### src/rtl/sdc_pkg.sv
// Shared types and width helpers for the SDC supervisor.
package sdc_pkg;

  typedef enum logic [2:0] {
    INIT         = 3'd0,
    WAIT_HEALTHY = 3'd1,
    ARMED        = 3'd2,
    CLOSED       = 3'd3,
    TRIPPED      = 3'd4
  } sdc_state_t;

  typedef enum logic [2:0] {
    NONE    = 3'd0,
    LOOP    = 3'd1,
    WDOG    = 3'd2,
    MODE    = 3'd3,
    AS_OPEN = 3'd4
  } sdc_cause_t;

  localparam int STATE_W    = 3;
  localparam int CAUSE_W    = 3;
  localparam int TRIP_CNT_W = 8;

  // Bits needed to hold values 0..n-1, never less than one bit.
  function automatic int cnt_w(input int n);
    return (n > 1) ? $clog2(n) : 1;
  endfunction

endpackage

### src/rtl/sdc_debounce.sv
// Asymmetric loop filter: a low clears at once, a high must persist
// DEBOUNCE_CYC consecutive cycles before the filtered bit sets.
module sdc_debounce import sdc_pkg::*; #(
  parameter int DEBOUNCE_CYC = 16
) (
  input  logic clk,
  input  logic reset,
  input  logic raw,
  output logic filtered
);

  localparam int CW = cnt_w(DEBOUNCE_CYC);
  localparam logic [CW-1:0] LAST = CW'(DEBOUNCE_CYC - 1);

  logic [CW-1:0] count;

  always_ff @(posedge clk) begin
    if (reset) begin
      count    <= '0;
      filtered <= 1'b0;
    end else if (!raw) begin
      count    <= '0;
      filtered <= 1'b0;
    end else if (count == LAST) begin
      filtered <= 1'b1;
    end else begin
      count <= count + CW'(1);
    end
  end

endmodule

### src/rtl/sdc_supervisor.sv
// SDC relay supervisor: loop/watchdog supervision, button qualification, sticky trip.
// Optional fault logging (First_fault_loop, Trip_count) under macro SDC_FAULT_LOG_EN.
module sdc_supervisor import sdc_pkg::*; #(
  parameter int N_LOOPS        = 4,
  parameter int DEBOUNCE_CYC   = 16,
  parameter int WD_TIMEOUT_CYC = 1000,
  parameter int ACT_HOLD_CYC   = 8
) (
  input  logic                 clk,
  input  logic                 Power_on_Reset,
  input  logic                 AS_close_SDC,
  input  logic                 AS_driving_mode,
  input  logic                 TS_Activation_Button_cockpit,
  input  logic                 TS_Activation_Button_external,
  input  logic                 Watchdog,
  input  logic [N_LOOPS-1:0]   Shutdown_circuit,
  output logic                 To_SDC_relais,
  output logic                 SDC_is_Ready,
  output logic [STATE_W-1:0]   SDC_state,
  output logic [CAUSE_W-1:0]   Trip_cause
`ifdef SDC_FAULT_LOG_EN
  ,
  output logic [cnt_w(N_LOOPS)-1:0] First_fault_loop,
  output logic [TRIP_CNT_W-1:0]     Trip_count
`endif
);

  localparam int SW  = 5 + N_LOOPS;
  localparam int WDW = cnt_w(WD_TIMEOUT_CYC + 1);
  localparam int HW  = cnt_w(ACT_HOLD_CYC);
  localparam logic [WDW-1:0] WD_LIMIT  = WDW'(WD_TIMEOUT_CYC);
  localparam logic [HW-1:0]  HOLD_LAST = HW'(ACT_HOLD_CYC - 1);

  logic [SW-1:0]      sync1, sync2;
  logic               close_s, mode_s, cockpit_s, ext_s, wd_s;
  logic [N_LOOPS-1:0] loops_s, loops_f;
  logic               loops_ok, wd_ok, healthy;
  logic               wd_prev;
  logic [WDW-1:0]     wd_count;
  logic [1:0]         primed;
  logic               act, released, hold_active, activate;
  logic [HW-1:0]      hold_count;
  logic               mode_cap;
  logic               trip_now, close_now;
  sdc_state_t         state, next_state;
  sdc_cause_t         fault_cause, trip_cause;

  always_ff @(posedge clk) begin
    if (Power_on_Reset) begin
      sync1 <= '0;
      sync2 <= '0;
    end else begin
      sync1 <= {Shutdown_circuit, Watchdog, TS_Activation_Button_external,
                TS_Activation_Button_cockpit, AS_driving_mode, AS_close_SDC};
      sync2 <= sync1;
    end
  end

  assign close_s   = sync2[0];
  assign mode_s    = sync2[1];
  assign cockpit_s = sync2[2];
  assign ext_s     = sync2[3];
  assign wd_s      = sync2[4];
  assign loops_s   = sync2[SW-1:5];

  for (genvar i = 0; i < N_LOOPS; i++) begin : g_loop
    sdc_debounce #(.DEBOUNCE_CYC(DEBOUNCE_CYC)) u_debounce (
      .clk      (clk),
      .reset    (Power_on_Reset),
      .raw      (loops_s[i]),
      .filtered (loops_f[i])
    );
  end

  assign loops_ok = &loops_f;

  always_ff @(posedge clk) begin
    if (Power_on_Reset) begin
      wd_prev  <= 1'b0;
      wd_count <= '0;
    end else begin
      wd_prev <= wd_s;
      if (wd_s != wd_prev)
        wd_count <= '0;
      else if (wd_count < WD_LIMIT)
        wd_count <= wd_count + WDW'(1);
    end
  end

  assign wd_ok   = (wd_count < WD_LIMIT);
  assign healthy = loops_ok & wd_ok;

  assign act         = mode_s ? ext_s : cockpit_s;
  assign hold_active = (state == ARMED) && released && act && close_s;
  assign activate    = hold_active && (hold_count == HOLD_LAST);
  assign close_now   = (state == ARMED) && (next_state == CLOSED);
  assign trip_now    = (state == CLOSED) && (next_state == TRIPPED);

  // Synchroniser outputs are still reset zeros for two cycles; a button
  // held through reset must not be mistaken for a release.
  always_ff @(posedge clk) begin
    if (Power_on_Reset) begin
      primed     <= 2'b00;
      released   <= 1'b0;
      hold_count <= '0;
    end else begin
      primed <= {primed[0], 1'b1};
      if (close_now)
        released <= 1'b0;
      else if (primed[1] && !act && (state == WAIT_HEALTHY || state == ARMED))
        released <= 1'b1;
      if (!hold_active)
        hold_count <= '0;
      else if (hold_count != HOLD_LAST)
        hold_count <= hold_count + HW'(1);
    end
  end

  always_comb begin
    fault_cause = NONE;
    if (!loops_ok)
      fault_cause = LOOP;
    else if (!wd_ok)
      fault_cause = WDOG;
    else if (mode_s != mode_cap)
      fault_cause = MODE;
    else if (!close_s)
      fault_cause = AS_OPEN;
  end

  always_comb begin
    next_state = state;
    case (state)
      INIT:         next_state = WAIT_HEALTHY;
      WAIT_HEALTHY: if (healthy) next_state = ARMED;
      ARMED: begin
        if (!healthy)
          next_state = WAIT_HEALTHY;
        else if (activate)
          next_state = CLOSED;
      end
      CLOSED:       if (fault_cause != NONE) next_state = TRIPPED;
      TRIPPED:      next_state = TRIPPED;
      default:      next_state = INIT;
    endcase
  end

  // Relay and ready are registered from next_state so they follow the FSM
  // on the same edge it changes state.
  always_ff @(posedge clk) begin
    if (Power_on_Reset) begin
      state         <= INIT;
      To_SDC_relais <= 1'b0;
      SDC_is_Ready  <= 1'b0;
      trip_cause    <= NONE;
      mode_cap      <= 1'b0;
    end else begin
      state         <= next_state;
      To_SDC_relais <= (next_state == CLOSED);
      SDC_is_Ready  <= (next_state == ARMED) || (next_state == CLOSED);
      if (trip_now)
        trip_cause <= fault_cause;
      if (close_now)
        mode_cap <= mode_s;
    end
  end

  assign SDC_state  = state;
  assign Trip_cause = trip_cause;

`ifdef SDC_FAULT_LOG_EN
  localparam int FW = cnt_w(N_LOOPS);

  logic [FW-1:0]         first_open, fault_loop;
  logic [TRIP_CNT_W-1:0] trip_count;

  always_comb begin
    first_open = '0;
    for (int i = N_LOOPS - 1; i >= 0; i--)
      if (!loops_f[i]) first_open = FW'(i);
  end

  always_ff @(posedge clk) begin
    if (Power_on_Reset) begin
      fault_loop <= '0;
      trip_count <= '0;
    end else if (trip_now) begin
      if (fault_cause == LOOP)
        fault_loop <= first_open;
      if (trip_count != {TRIP_CNT_W{1'b1}})
        trip_count <= trip_count + TRIP_CNT_W'(1);
    end
  end

  assign First_fault_loop = fault_loop;
  assign Trip_count       = trip_count;
`endif

endmodule

### config.mk
export PLATFORM = sky130hd
export DESIGN_NAME = sdc_supervisor
export DESIGN_NICKNAME = d
export VERILOG_FILES = /design/src/rtl/sdc_pkg.sv /design/src/rtl/sdc_debounce.sv /design/src/rtl/sdc_supervisor.sv
export SDC_FILE = /design/constraint.sdc
export NUM_CORES = 1
export LEC_CHECK = 0
export CAP_MARGIN = 25
export CORE_MARGIN = 3
export CORE_UTILIZATION = 45
export DETAILED_ROUTE_END_ITERATION = 16
export PLACE_DENSITY = 0.71
export SKIP_LAST_GASP = 1
export SLEW_MARGIN = 20
export SYNTH_ARGS = -nofsm -noshare
export SYNTH_HDL_FRONTEND = slang
export SYNTH_SLANG_ARGS = --single-unit
### constraint.sdc
create_clock -name clk -period 4.3 [get_ports clk]
set_clock_uncertainty 0.05 [all_clocks]
set_input_delay 0.43 -clock clk [delete_from_list [all_inputs] [get_ports clk]]
set_output_delay 0.43 -clock clk [all_outputs]
set_load 0.05 [all_outputs]
==> results_dict.tcl <==
set metrics [dict create \
    fmax_mhz 469 \
    drt-total-wl_um 3760 \
    arrival_ns 1.65 \
    whs_path_depth 1 \
    postCtsHoldBufs 0 \
    yosysSeqAreaShare 0.528 \
    final_core_util 0.564 \
    multi_input_area_um2 1100 \
    fin_ws_ns 2.17 \
    startpoint_type "flop" \
    areaGrowthSynthToFinish_pct 20.3 \
    fin_setup_tns_ns 0 \
    worstSetupPathDepth 1 \
    criticalPathCategory "flop to primary output" \
    power_uw 1240 \
    num_vias 1730 \
    ys_warn_count 0 \
    post_drt_wl_per_cell_um 10.6 \
    clkLatencyLatePin_ns 0.34 \
    drive_gt1_frac 0.0739 \
    crit_path_end_kind "primary output" \
    dr.pass1.iters 4 \
    r2r_cells 5 \
    grt_setup_unrepaired "no" \
    grt_overflow_total 0 \
    cp_num_buf_inv 1 \
    slowest_stage "clkdlybuf4s50_1" \
    dieArea_um2 6310 \
    cts_buffers 9 \
    post-place-ws_ns 2.21 \
    grt_pass1_wl_um 6900 \
    cts-resized-gates 0 \
    syn-cell-area_um2 2420 \
    synth_cell_type_count 38 \
    ys_seq_elements 64 \
    postCtsSetupRepairBufs 0 \
    grt_pass1_vias 1606 \
    cts_sinks 64 \
    ir_drop_mv 0.231 \
    initial_core_util 0.469 \
    ant_nets 0 \
    vias_per_cell 4.89 \
    placementRows 26 \
    finalCritPeriodShare 0.496 \
    syn_nets 271 \
    syn_area_per_cell_um2 9.58 \
    gp_congestion 0.783 \
    fin_area_um2 2920 \
    die_h_um 79.4 \
    place_area_um2 2680 \
    clk_pin_slew_ns 0.06 \
    h-tree-depth 3 \
    io_buffers 18 \
    tightest_slew_ns 0.495 \
    antenna_found_initial 0 \
    finalNetCount 297 \
    crit_family "buffers and inverters" \
    cts_tree "done" \
    cpPeakStageDelay_ns 0.86 \
    ioPinCount 19 \
    slew_headroom 0.669 \
    ff_latch_area_um2 1280 \
    setup_viol 0 \
    n_antenna_cell 0 \
    clockBufferDepth 2 \
    crit_chain "clkdlybuf4s50_1" \
    place_hpwl_um 2670 \
    finalCriticalPeriod_ns 2.13 \
    drc_errors 0 \
    coreArea_um2 5170 \
    syn_inst 253 \
    grt_max_degree 33 \
    clockRootBuffer "clkbuf_8" \
    finalHoldViolCount 0 \
    leakagePower_uw 0.00108 \
    dieWidth_um 79.4 \
    hp-class "flop to flop" \
    path_max_fanout 7 \
    grtUsageTotal 0.140 \
    max_cap_viol_count 0 \
    fill_cells 460 \
    drtIter0Drc 79 \
    power.density_nw_per_um2 425 \
    report.final.slew_viol_count 0 \
    status "finished clean" \
    required_ns 3.82 \
]
[path summary, 6_finish.rpt]
path                 start  slack (ns)           end
min reg2reg       sync1[3]        0.39      sync2[3]
max           SDC_state[0]        2.17  SDC_state[0]
min               sync1[3]        0.39      sync2[3]
max reg2reg  hold_count[0]        2.58      mode_cap
[report_power, final]
part | internal (µW) | switching (µW) | leakage (µW) | total, µW
sequential | 606 | 7.98 | 0.000521 | 614
combinational | 21.4 | 19.1 | 0.000438 | 40.5
clock | 375 | 210 | 0.000117 | 585
[kinds of logic (layout without fill, tap and decap cells)]
group | count (synthesis) | in the layout | synth area share
xor gates and xnor gates | 17 | 17 | 0.0614
adders and majority gates | 8 | 8 | 0.0402
buffers and inverters | 12 | 43 | 0.0191
AOI/OAI and AO/OA | 32 | 32 | 0.0826
DFF | 64 | 64 | 0.528
and+or+nand+nor | 112 | 112 | 0.235
muxes | 8 | 8 | 0.0330
[state kept, by name, summed over array words and instances, names as in the netlist]
name                        count
g_loop.u_debounce.count        16
wd_count                       10
sync1                           9
sync2                           9
g_loop.u_debounce.filtered      4
SDC_state                       3
Trip_cause                      3
hold_count                      3
primed                          2
SDC_is_Ready                    1
To_SDC_relais                   1
mode_cap                        1
released                        1
wd_prev                         1
[metal layers]
| metal | vias up | GRT usage | part of all wire | routed length, µm |
|---|---|---|---|---|
| met5 | - | 0 | 0 | 0 |
| met4 | 0 | 0.0687 | 0.024 | 92 |
| met3 | 12 | 0.0519 | 0.052 | 195 |
| met2 | 27 | 0.210 | 0.43 | 1620 |
| met1 | 772 | 0.178 | 0.49 | 1850 |
| li1 | 919 | - | - | - |
[cell usage in the layout, fill, tap and decap left out, types with 2 or more instances in the layout]
cell	Yosys	routed
clkdlybuf4s50_1	0	18
nand2_1	17	17
xnor2_1	12	12
nor3b_1	4	4
xor2_1	5	5
nor2b_1	20	20
mux2i_1	8	8
nor2_1	36	36
o2111ai_1	2	2
ha_1	7	7
a221oi_1	2	2
clkbuf_8	0	12
o21ai_0	3	3
clkbuf_1	3	2
nand3b_1	2	2
nand3_1	10	10
a31oi_1	5	5
inv_1	7	7
nor3_1	14	14
bufinv_16	0	2
dfxtp_1	64	64
a21oi_1	13	13
[stage by stage]
| stage | hold slack (ns) | instances |
|---|---|---|
| final | 0.385 | 354 |
| after global routing | 0.406 | 354 |
| after CTS | 0.389 | 354 |
| after detailed placement | 0.375 | 338 |
| after global placement | 0.371 | 338 |
| after floorplan | 0.364 | 253 |
[area by class of cell]
type                       count  area share
timing repair buffer          19      0.0644
tap                           70      0.0300
clock buffer                  14      0.0592
sequential                    64       0.439
inverter                       8      0.0103
clock inverter                 2      0.0206
multi-input combinational    177       0.376
[cells in the mapped netlist, drive strengths merged]
cell / n / area, µm²
xor2: 5 / 43.8
o22ai: 1 / 6.26
or3: 1 / 6.26
ha: 7 / 87.6
nand2: 17 / 63.8
clkbuf: 3 / 11.3
a31oi: 5 / 31.3
nand2b: 1 / 6.26
a21oi: 13 / 65.1
nor3: 14 / 70.1
nand4: 2 / 18.8
nor2: 36 / 135
o2111ai: 2 / 17.5
nand3b: 2 / 15.0
inv: 7 / 26.3
nand3: 10 / 50.1
nor2b: 20 / 125
a221oi: 2 / 17.5
o21ai: 5 / 28.8
buf: 1 / 5.00
a21o: 1 / 7.51
clkinv: 1 / 3.75
or2: 2 / 12.5
or4b: 1 / 13.8
a31o: 1 / 8.76
and4: 1 / 8.76
xnor2: 12 / 105
o31a: 1 / 10.0
o21a: 1 / 7.51
nor3b: 4 / 30.0
mux2i: 8 / 80.1
maj3: 1 / 10.0
dfxtp: 64 / 1280
nor4b: 1 / 15.0
Note: power is estimated with default switching activity, not from simulation.
